[config.mk]
export PLATFORM = sky130hd
export DESIGN_NAME = st_serializer_flat
export DESIGN_NICKNAME = d
export VERILOG_FILES = /design/src/rtl/fifo_pack.sv /design/src/rtl/avalon_st_if.sv /design/src/rtl/st_serializer.sv /design/src/flat_wrapper.sv
export SDC_FILE = /design/constraint.sdc
export NUM_CORES = 1
export LEC_CHECK = 0
export ABC_AREA = 1
export CAP_MARGIN = 20
export CORE_MARGIN = 2
export CORE_UTILIZATION = 45
export CTS_CLUSTER_DIAMETER = 150
export DETAILED_ROUTE_END_ITERATION = 10
export GPL_TIMING_DRIVEN = 0
export PLACE_DENSITY = 0.85
export SYNTH_ARGS = -nofsm -noshare
export SYNTH_HDL_FRONTEND = slang
export SYNTH_SLANG_ARGS = --single-unit
[constraint.sdc]
create_clock -name clk -period 2.25 [get_ports clk]
set_input_delay 0.5625 -clock clk [delete_from_list [all_inputs] [get_ports clk]]
set_output_delay 0.5625 -clock clk [all_outputs]
set_load 0.1 [all_outputs]
[src/rtl/fifo_pack.sv]
// Shared definitions for the streaming byte path.
//   BYTE_W  : width of one Avalon symbol.
//   state_e : serializer control state (IDLE = no beat held, SHIFT = beat held).
//   empty_w : width of an Avalon-ST empty field for a given symbol count. One
//             bit wider than log2 so that out-of-range empty values can be
//             presented and then clamped by the consumer.
package fifo_pack;

  localparam int BYTE_W = 8;

  typedef enum logic {
    IDLE  = 1'b0,
    SHIFT = 1'b1
  } state_e;

  function automatic int empty_w(input int n);
    return $clog2(n) + 1;
  endfunction

endpackage

[src/rtl/avalon_st_if.sv]
// Avalon streaming bundle.
//   data  : DATA_WIDTH_IN_BYTES symbols, symbol 0 in the most significant byte
//   vld   : source has a beat
//   rdy   : sink accepts the beat (transfer when vld && rdy at a clock edge)
//   sop   : first beat of a packet
//   eop   : last beat of a packet
//   empty : unused symbols in an eop beat, counted from the least significant end
interface avalon_st_if #(
  parameter int DATA_WIDTH_IN_BYTES = 1
);
  localparam int DW = fifo_pack::BYTE_W * DATA_WIDTH_IN_BYTES;
  localparam int EW = fifo_pack::empty_w(DATA_WIDTH_IN_BYTES);

  logic [DW-1:0] data;
  logic          vld;
  logic          rdy;
  logic          sop;
  logic          eop;
  logic [EW-1:0] empty;

  modport sink   (input data, vld, sop, eop, empty, output rdy);
  modport source (output data, vld, sop, eop, empty, input rdy);

endinterface

[src/rtl/st_serializer.sv]
// Wide-to-byte Avalon-ST serializer. Captures one IN_BYTES-wide beat and emits
// it one byte per cycle, most significant byte first, keeping packet framing.
// A new beat is accepted in the same cycle the last byte of the previous beat
// leaves, so a continuous input stream produces a gap-free byte stream.
// Ports:
//   clk  : clock, rising edge
//   rst  : synchronous active-high reset
//   in   : avalon_st_if sink, IN_BYTES wide
//   out  : avalon_st_if source, 1 byte wide (empty tied to 0)
//   busy : a captured beat still has bytes left to emit
module st_serializer
  import fifo_pack::*;
#(
  parameter int IN_BYTES = 4
) (
  input  logic        clk,
  input  logic        rst,
  avalon_st_if.sink   in,
  avalon_st_if.source out,
  output logic        busy
);

  localparam int DATA_W  = BYTE_W * IN_BYTES;
  localparam int IDX_W   = $clog2(IN_BYTES);
  localparam int EMPTY_W = empty_w(IN_BYTES);

  state_e            state, state_nxt;
  logic [IDX_W-1:0]  idx, idx_nxt;
  logic [IDX_W-1:0]  lst, lst_nxt;
  logic [DATA_W-1:0] held;
  logic              held_sop, held_eop;
  logic              capture, at_last, in_rdy, in_xfer, out_xfer;
  logic [BYTE_W-1:0] byte_sel;

  // Index of the last byte to emit. Empty only matters on an eop beat, and an
  // empty that would leave no bytes saturates to a single-byte beat.
  function automatic logic [IDX_W-1:0] last_idx(input logic eop,
                                                 input logic [EMPTY_W-1:0] empty);
    logic [IDX_W-1:0] res;
    if (!eop)
      res = IDX_W'(IN_BYTES - 1);
    else if (int'(empty) >= IN_BYTES)
      res = '0;
    else
      res = IDX_W'(IN_BYTES - 1 - int'(empty));
    return res;
  endfunction

  assign busy     = (state == SHIFT);
  assign at_last  = (idx == lst);
  // The only out.rdy -> in.rdy path: the last byte leaving frees the holder.
  assign in_rdy   = !rst && ((state == IDLE) || (out.rdy && at_last));
  assign in.rdy   = in_rdy;
  assign in_xfer  = in.vld && in_rdy;
  assign out_xfer = busy && out.rdy;

  always_comb begin
    state_nxt = state;
    idx_nxt   = idx;
    lst_nxt   = lst;
    capture   = 1'b0;
    case (state)
      IDLE: begin
        if (in_xfer) capture = 1'b1;
      end
      SHIFT: begin
        if (out_xfer) begin
          if (!at_last)     idx_nxt   = idx + IDX_W'(1);
          else if (in_xfer) capture   = 1'b1;
          else              state_nxt = IDLE;
        end
      end
      default: state_nxt = IDLE;
    endcase
    if (capture) begin
      state_nxt = SHIFT;
      idx_nxt   = '0;
      lst_nxt   = last_idx(in.eop, in.empty);
    end
  end

  always_comb begin
    byte_sel = '0;
    for (int b = 0; b < IN_BYTES; b++) begin
      if (idx == IDX_W'(b)) byte_sel = held[DATA_W-1-BYTE_W*b -: BYTE_W];
    end
  end

  // Outputs are forced to zero whenever no beat is held.
  assign out.vld   = busy;
  assign out.data  = busy ? byte_sel : '0;
  assign out.sop   = busy && held_sop && (idx == '0);
  assign out.eop   = busy && held_eop && at_last;
  assign out.empty = '0;

  always_ff @(posedge clk) begin
    if (rst) begin
      state    <= IDLE;
      idx      <= '0;
      lst      <= '0;
      held     <= '0;
      held_sop <= 1'b0;
      held_eop <= 1'b0;
    end else begin
      state <= state_nxt;
      idx   <= idx_nxt;
      lst   <= lst_nxt;
      if (capture) begin
        held     <= in.data;
        held_sop <= in.sop;
        held_eop <= in.eop;
      end
    end
  end

endmodule

[src/flat_wrapper.sv]
// flat-port wrapper written by rule: the top's interface ports become plain ports
module st_serializer_flat import fifo_pack::*;
#(
  parameter int IN_BYTES = 4
)
  (clk, rst, busy, in_data, in_vld, in_sop, in_eop, in_empty, in_rdy, out_data, out_vld, out_sop, out_eop, out_empty, out_rdy);
  avalon_st_if #(.DATA_WIDTH_IN_BYTES(4)) in_i ();
  avalon_st_if #(.DATA_WIDTH_IN_BYTES(1)) out_i ();
  input  logic clk;
  input  logic rst;
  output logic busy;
  input wire logic [$bits(in_i.data)-1:0] in_data;
  input wire logic [$bits(in_i.vld)-1:0] in_vld;
  input wire logic [$bits(in_i.sop)-1:0] in_sop;
  input wire logic [$bits(in_i.eop)-1:0] in_eop;
  input wire logic [$bits(in_i.empty)-1:0] in_empty;
  output wire logic [$bits(in_i.rdy)-1:0] in_rdy;
  output wire logic [$bits(out_i.data)-1:0] out_data;
  output wire logic [$bits(out_i.vld)-1:0] out_vld;
  output wire logic [$bits(out_i.sop)-1:0] out_sop;
  output wire logic [$bits(out_i.eop)-1:0] out_eop;
  output wire logic [$bits(out_i.empty)-1:0] out_empty;
  input wire logic [$bits(out_i.rdy)-1:0] out_rdy;
  assign in_i.data = in_data;
  assign in_i.vld = in_vld;
  assign in_i.sop = in_sop;
  assign in_i.eop = in_eop;
  assign in_i.empty = in_empty;
  assign in_rdy = in_i.rdy;
  assign out_data = out_i.data;
  assign out_vld = out_i.vld;
  assign out_sop = out_i.sop;
  assign out_eop = out_i.eop;
  assign out_empty = out_i.empty;
  assign out_i.rdy = out_rdy;
  st_serializer #(.IN_BYTES(IN_BYTES)) u_core (.clk(clk), .rst(rst), .in(in_i), .out(out_i), .busy(busy));
endmodule
* Word level (Yosys, flattened, before mapping)
Index checks and enable logic that the tools add are counted.
** Operators by class
- Equal/unequal tests :: 4
- Magnitude comparators :: 1
- Add/sub/neg operators :: 2
- Reduce and logical (&&, ||, !) cells :: 13
- Multiplexer cells :: 15
- Bitwise logic cells :: 2
** Operators by type and width (count)
- $mux W8 :: 5
- $logic_and A1 B1 Y1 :: 8
- $mux W1 :: 7
- $eq A2 B2 Y1 const B :: 2
- $mux W2 :: 2
- $ge A3 B3 Y1 const B :: 1
- $reduce_and A3 Y1 :: 1
- $add A2 B1 Y2 const B :: 1
- $eq A2 B1 Y1 const B :: 1
- $eq A2 B2 Y1 :: 1
- $logic_not A2 Y1 :: 1
- $not A1 Y1 :: 2
- $pmux W1 S2 :: 1
- $reduce_or A2 Y1 :: 1
- $sub A2 B2 Y2 const A :: 1
- $logic_not A1 Y1 :: 1
- $logic_or A1 B1 Y1 :: 1
** Storage, ports and cells
- Register bits after elaboration :: 39
- Output and inout bits :: 14

* Logic depth before layout (Yosys ltp)
- Depth after elaboration :: 10
- Gate-level depth with buffers :: 9

* Worst setup path before layout
OpenSTA, ideal clock, no wires.
- Kind :: flip-flop to output port
- From :: reg u_core.state, in the netlist u_core.busy
- To :: out out_data[0]
- Data arrival time :: 2.930 ns
- Cell stages (with the launch flop) :: 3
- Path slack :: -1.243 ns
- Data required time :: 1.688 ns
- Path through :: dfxtp_1 clkinv_1 nor2_1
** Between the ends
- Word-level cells in the longest chain between the ends :: 1
** Ends and longest elaborated chain
- start, declared :: RTL line st_serializer.sv:27 : state_e state, state_nxt;
- start signal, assigned :: RTL line st_serializer.sv:105 : state <= state_nxt;
- $mux W8 :: RTL line st_serializer.sv:91 : assign out.data = busy ? byte_sel : '0;
- end, declared :: RTL line flat_wrapper.sv:18 : output wire logic [$bits(out_i.data)-1:0] out_data;
No other way between the ends.

* Worst setup path in the final report
- From :: reg u_core.idx[1]
- To :: out out_data[2]
** Between the ends
- Word-level cells in the longest chain between the ends :: 6
- Elaborated cells between the ends (all ways) :: 9
- Classes of those cells :: eq/ne: 3; mux: 5; reduce/logical: 1
** Ends and longest elaborated chain
- start, declared :: RTL line st_serializer.sv:28 : logic [IDX_W-1:0] idx, idx_nxt;
- start signal, assigned :: RTL line st_serializer.sv:106 : idx <= idx_nxt;
- $logic_not A2 Y1 :: RTL line st_serializer.sv:85 : if (idx == IDX_W'(b)) byte_sel = held[DATA_W-1-BYTE_W*b -: BYTE_W];
- $mux W8 (3 in a row) :: RTL line st_serializer.sv:85
- $mux W8 * :: RTL line st_serializer.sv:85
- $mux W8 * :: RTL line st_serializer.sv:91
Every way passes the cells marked *; elsewhere a longest branch is shown, timed or not.

==> impl_metrics.csv <==
group,metric,value,unit
layout,post-route-util,79.3,%
layout,diodes,0,
hold_path,hold_path_depth,2,
clock_network,cts.sinks,39,
pwr,p_comb_share,31.7,%
layout,fin_nets,377,
sta,setup_ws,-0.228,ns
sta,finalSetupViolCount,8,
clock_network,clk_latency,0.30,ns
yosys,ys_async_sr_fraction,0,%
floorplan,ios,55,
sta,slew_viol_final,0,
sta,skew,0.0110,ns
floorplan,core,4350,um2
global_routing,grt_pass1_wl,10.2,mm
yosys,synth_cell_types,26,
clock_network,postCtsHoldBufs,0,
layout,fill_cells,261,
pwr,seqPwrFrac,43.5,%
placed_design,postPlaceCellArea,2730,um2
worst_setup_path,crit_type,"reg -> out",
clock_network,cts_root_buf,"clkbuf_8",
global_routing,grt_pass1_vias,2107,
run,drv_cap,0,
layout,stdcell_area,3450,um2
yosys,postSynthCellCount,256,
yosys,synth_area_leaders,"dfxtp_1 38%, nand3_2 15%, nand3_1 9.3%",
sta,rsz0062_at_grt,"yes",
worst_setup_path,cp_max_fo,8,
clock_network,cts_buffers,5,
pwr,power_switching,0.000644,W
worst_setup_path,critPathLaunchType,"flip-flop",
pwr,power_density,537,nW/um2
placed_design,io_buffers,52,
yosys,synth_ff_type,"dfxtp_1",
worst_setup_path,r2r-start,"u_core.idx[0]$_SDFFE_PP0P_",
global_routing,grt.overflow.total,0,
yosys,ys_ff_latch,39,
hold_path,hp-class,"reg -> reg",
worst_setup_path,crit_start,"u_core.idx[1]$_SDFFE_PP0P_",
layout,drive_gt1_share,43.2,%
worst_setup_path,cp.required,1.69,ns
yosys,synth_commonest_cells,"46 x nand2_1, 39 x dfxtp_1, 38 x nand3_1, 31 x nand3_2, 25 x nor2_1",
yosys,synth_area_per_cell,7.99,um2
clock_network,cts_tree,"done",
yosys,seq_area_frac_synth,38.2,%
placed_design,dp.final_hpwl,3.70,mm
sta,worstMarginPinSlew,0.958,ns
routing,ant_nets,0,
yosys,ys_warn_count,0,
global_routing,antenna_found_initial,0,
global_routing,grt_max_degree,12,
layout,syn2layout_area_growth,68.9,%
yosys,synth_top_area_share,38.2,%
yosys,yosysMostFrequentCell,"nand2_1",
yosys,synth_edf_count,0,
worst_setup_path,r2r_cells,8,
clock_network,cts.clk_slew.worst_paths,0.07,ns
floorplan,initial_utilization,47.0,%
floorplan,design.die.area,5100,um2
routing,drt-total-wl,7.19,mm
yosys,yosys.area.top_type,"dfxtp_1",
sta,fin_crit,2.48,ns
sta,slew_headroom,36.4,%
clock_network,cts_buffer_depth,2,
routing,drt_iter0_markers,223,
outcome,violations,"negative setup slack",
routing,drc_errors,0,
placed_design,place.gp.congestion,0.789,
sta,clock.fmax,404,MHz
routing,via_per_inst,5.77,
worst_setup_path,reg2reg_slack,0.62,ns
sta,finalHoldViolCount,0,
yosys,synth_nets,301,
worst_setup_path,arrival,1.92,ns
pwr,clock_power_share,24.8,%
pwr,p_sw_share,34.7,%
pwr,vdd_drop_max,0.398,mV
floorplan,dieWidth,71.4,um
routing,drt-pass1-iter-count,4,
worst_setup_path,worstSetupEndpoint,"out_data[2]",
routing,wire_per_inst,18.7,um
sta,fin_crit_sh,110,%
outcome,status,"complete, but fails checks",
routing,vias,2222,
yosys,netlist_area,2040,um2
worst_setup_path,endpoint_kind,"output port",
worst_setup_path,r2r-end,"u_core.held[17]$_SDFFE_PP0P_",
global_routing,track_usage,26.2,%
floorplan,std_cell_rows,24,
clock_network,htree_levels,2,
sta,whs,0.467,ns
pwr,leakagePower,1.41,nW
pwr,p_int,0.00121,W
floorplan,die_y,71.4,um
pwr,p_total,0.00186,W
## worst min-delay path by stage
stage | end | from | slack (ns)
global route | u_core.held_sop$_SDFFE_PP0P_ | u_core.held_sop$_SDFFE_PP0P_ | 0.49
floorplan | u_core.held[0]$_SDFFE_PP0P_ | u_core.held[0]$_SDFFE_PP0P_ | 0.44
finish | u_core.held_sop$_SDFFE_PP0P_ | u_core.held_sop$_SDFFE_PP0P_ | 0.47
global placement | u_core.held[24]$_SDFFE_PP0P_ | u_core.held[24]$_SDFFE_PP0P_ | 0.44
detailed placement | u_core.held[21]$_SDFFE_PP0P_ | u_core.held[21]$_SDFFE_PP0P_ | 0.45
CTS | u_core.held[27]$_SDFFE_PP0P_ | u_core.held[27]$_SDFFE_PP0P_ | 0.47
## power groups by stage
stage	registers (W)	logic, W	clock network [W]
2_1_floorplan	0.000803	0.000312	0
3_3_place_gp	0.000804	0.000447	0
3_5_place_dp	0.000807	0.000454	0
4_1_cts	0.000795	0.000531	0.000465
5_1_grt	0.000811	0.000617	0.000492
6_report	0.000807	0.000588	0.000461
## worst max-delay path, cell delays in order, from the launching register on
cell	delay, ns
dfxtp_4	0.38
inv_4	0.05
ha_4	0.17
buf_12	0.13
clkinv_8	0.06
nor2_1	0.10
o31ai_4	0.28
o21ai_2	0.10
nor2_4	0.14
buf_12	0.19
## kinds of logic (layout without fill, tap and decap cells)
group,Yosys count,in the layout,synth area share (%)
buffers and inverters,31,108,8.93
xor gates and xnor gates,2,2,0.857
DFF,39,39,38.2
adders and majority gates,4,4,2.45
other,1,1,0.183
and+or+nand+nor,144,144,39.3
AOI/OAI and AO/OA,35,35,10.1
## registers in the layout, indices dropped and copies added (netlist names)
signal           count
u_core.held         32
u_core.idx           2
u_core.lst           2
u_core.busy          1
u_core.held_eop      1
u_core.held_sop      1
## through the flow
stage / setup WS (ns) / setup TNS [ns] / cells
finish: -0.228 / -1.19 / 385
global route: -0.266 / -1.61 / 385
CTS: -0.127 / -0.674 / 380
detailed placement: -1.12 / -8.61 / 360
global placement: -1.11 / -8.66 / 360
floorplan: 0.00742 / 0 / 256
## layer usage
layer  share of wire, %  GRT usage [%]  up-vias  wire (um)
met2                 49           44.7      129       3560
li1                   -              -     1013          -
met4                5.4           12.6        0        388
met1                 37           31.8     1042       2680
met3                7.8           4.92       38        564
met5                  0              0        -          0
## cell usage in the layout (no fill, tap or decap), types with 4 or more instances in the layout
cell	netlist	layout
nand2_1	46	46
nand3_1	38	38
clkdlybuf4s50_1	0	38
dfxtp_1	39	36
nand3_2	31	31
buf_6	6	15
buf_12	0	12
nor2_1	25	12
buf_4	2	11
nor2_4	0	10
a21oi_4	1	8
o31ai_4	0	8
o21ai_2	0	7
buf_2	8	7
a21oi_2	0	6
a21oi_1	18	5
inv_1	8	5
clkbuf_8	0	5
ha_4	0	4
## layout make-up
class                           count  area [um2]  area share [%]
Buffer                             18         156            4.53
Clock buffer                        7        76.3            2.21
Clock inverter                      1        5.00           0.145
Inverter                           10        60.1            1.74
Multi-Input combinational cell    186        1470            42.6
Sequential cell                    39         792            22.9
Tap cell                           52        65.1            1.88
Timing Repair Buffer               72         828            24.0
## what timing repair did
item | in CTS | in global routing
endpoints found under the setup margin | 13 | 12
pin swaps | 23 | 13
gates cloned | 2 | 0
resized for setup | 155 | 26
buffers inserted | 13 | 5
Power figures use the tool's default switching activity.
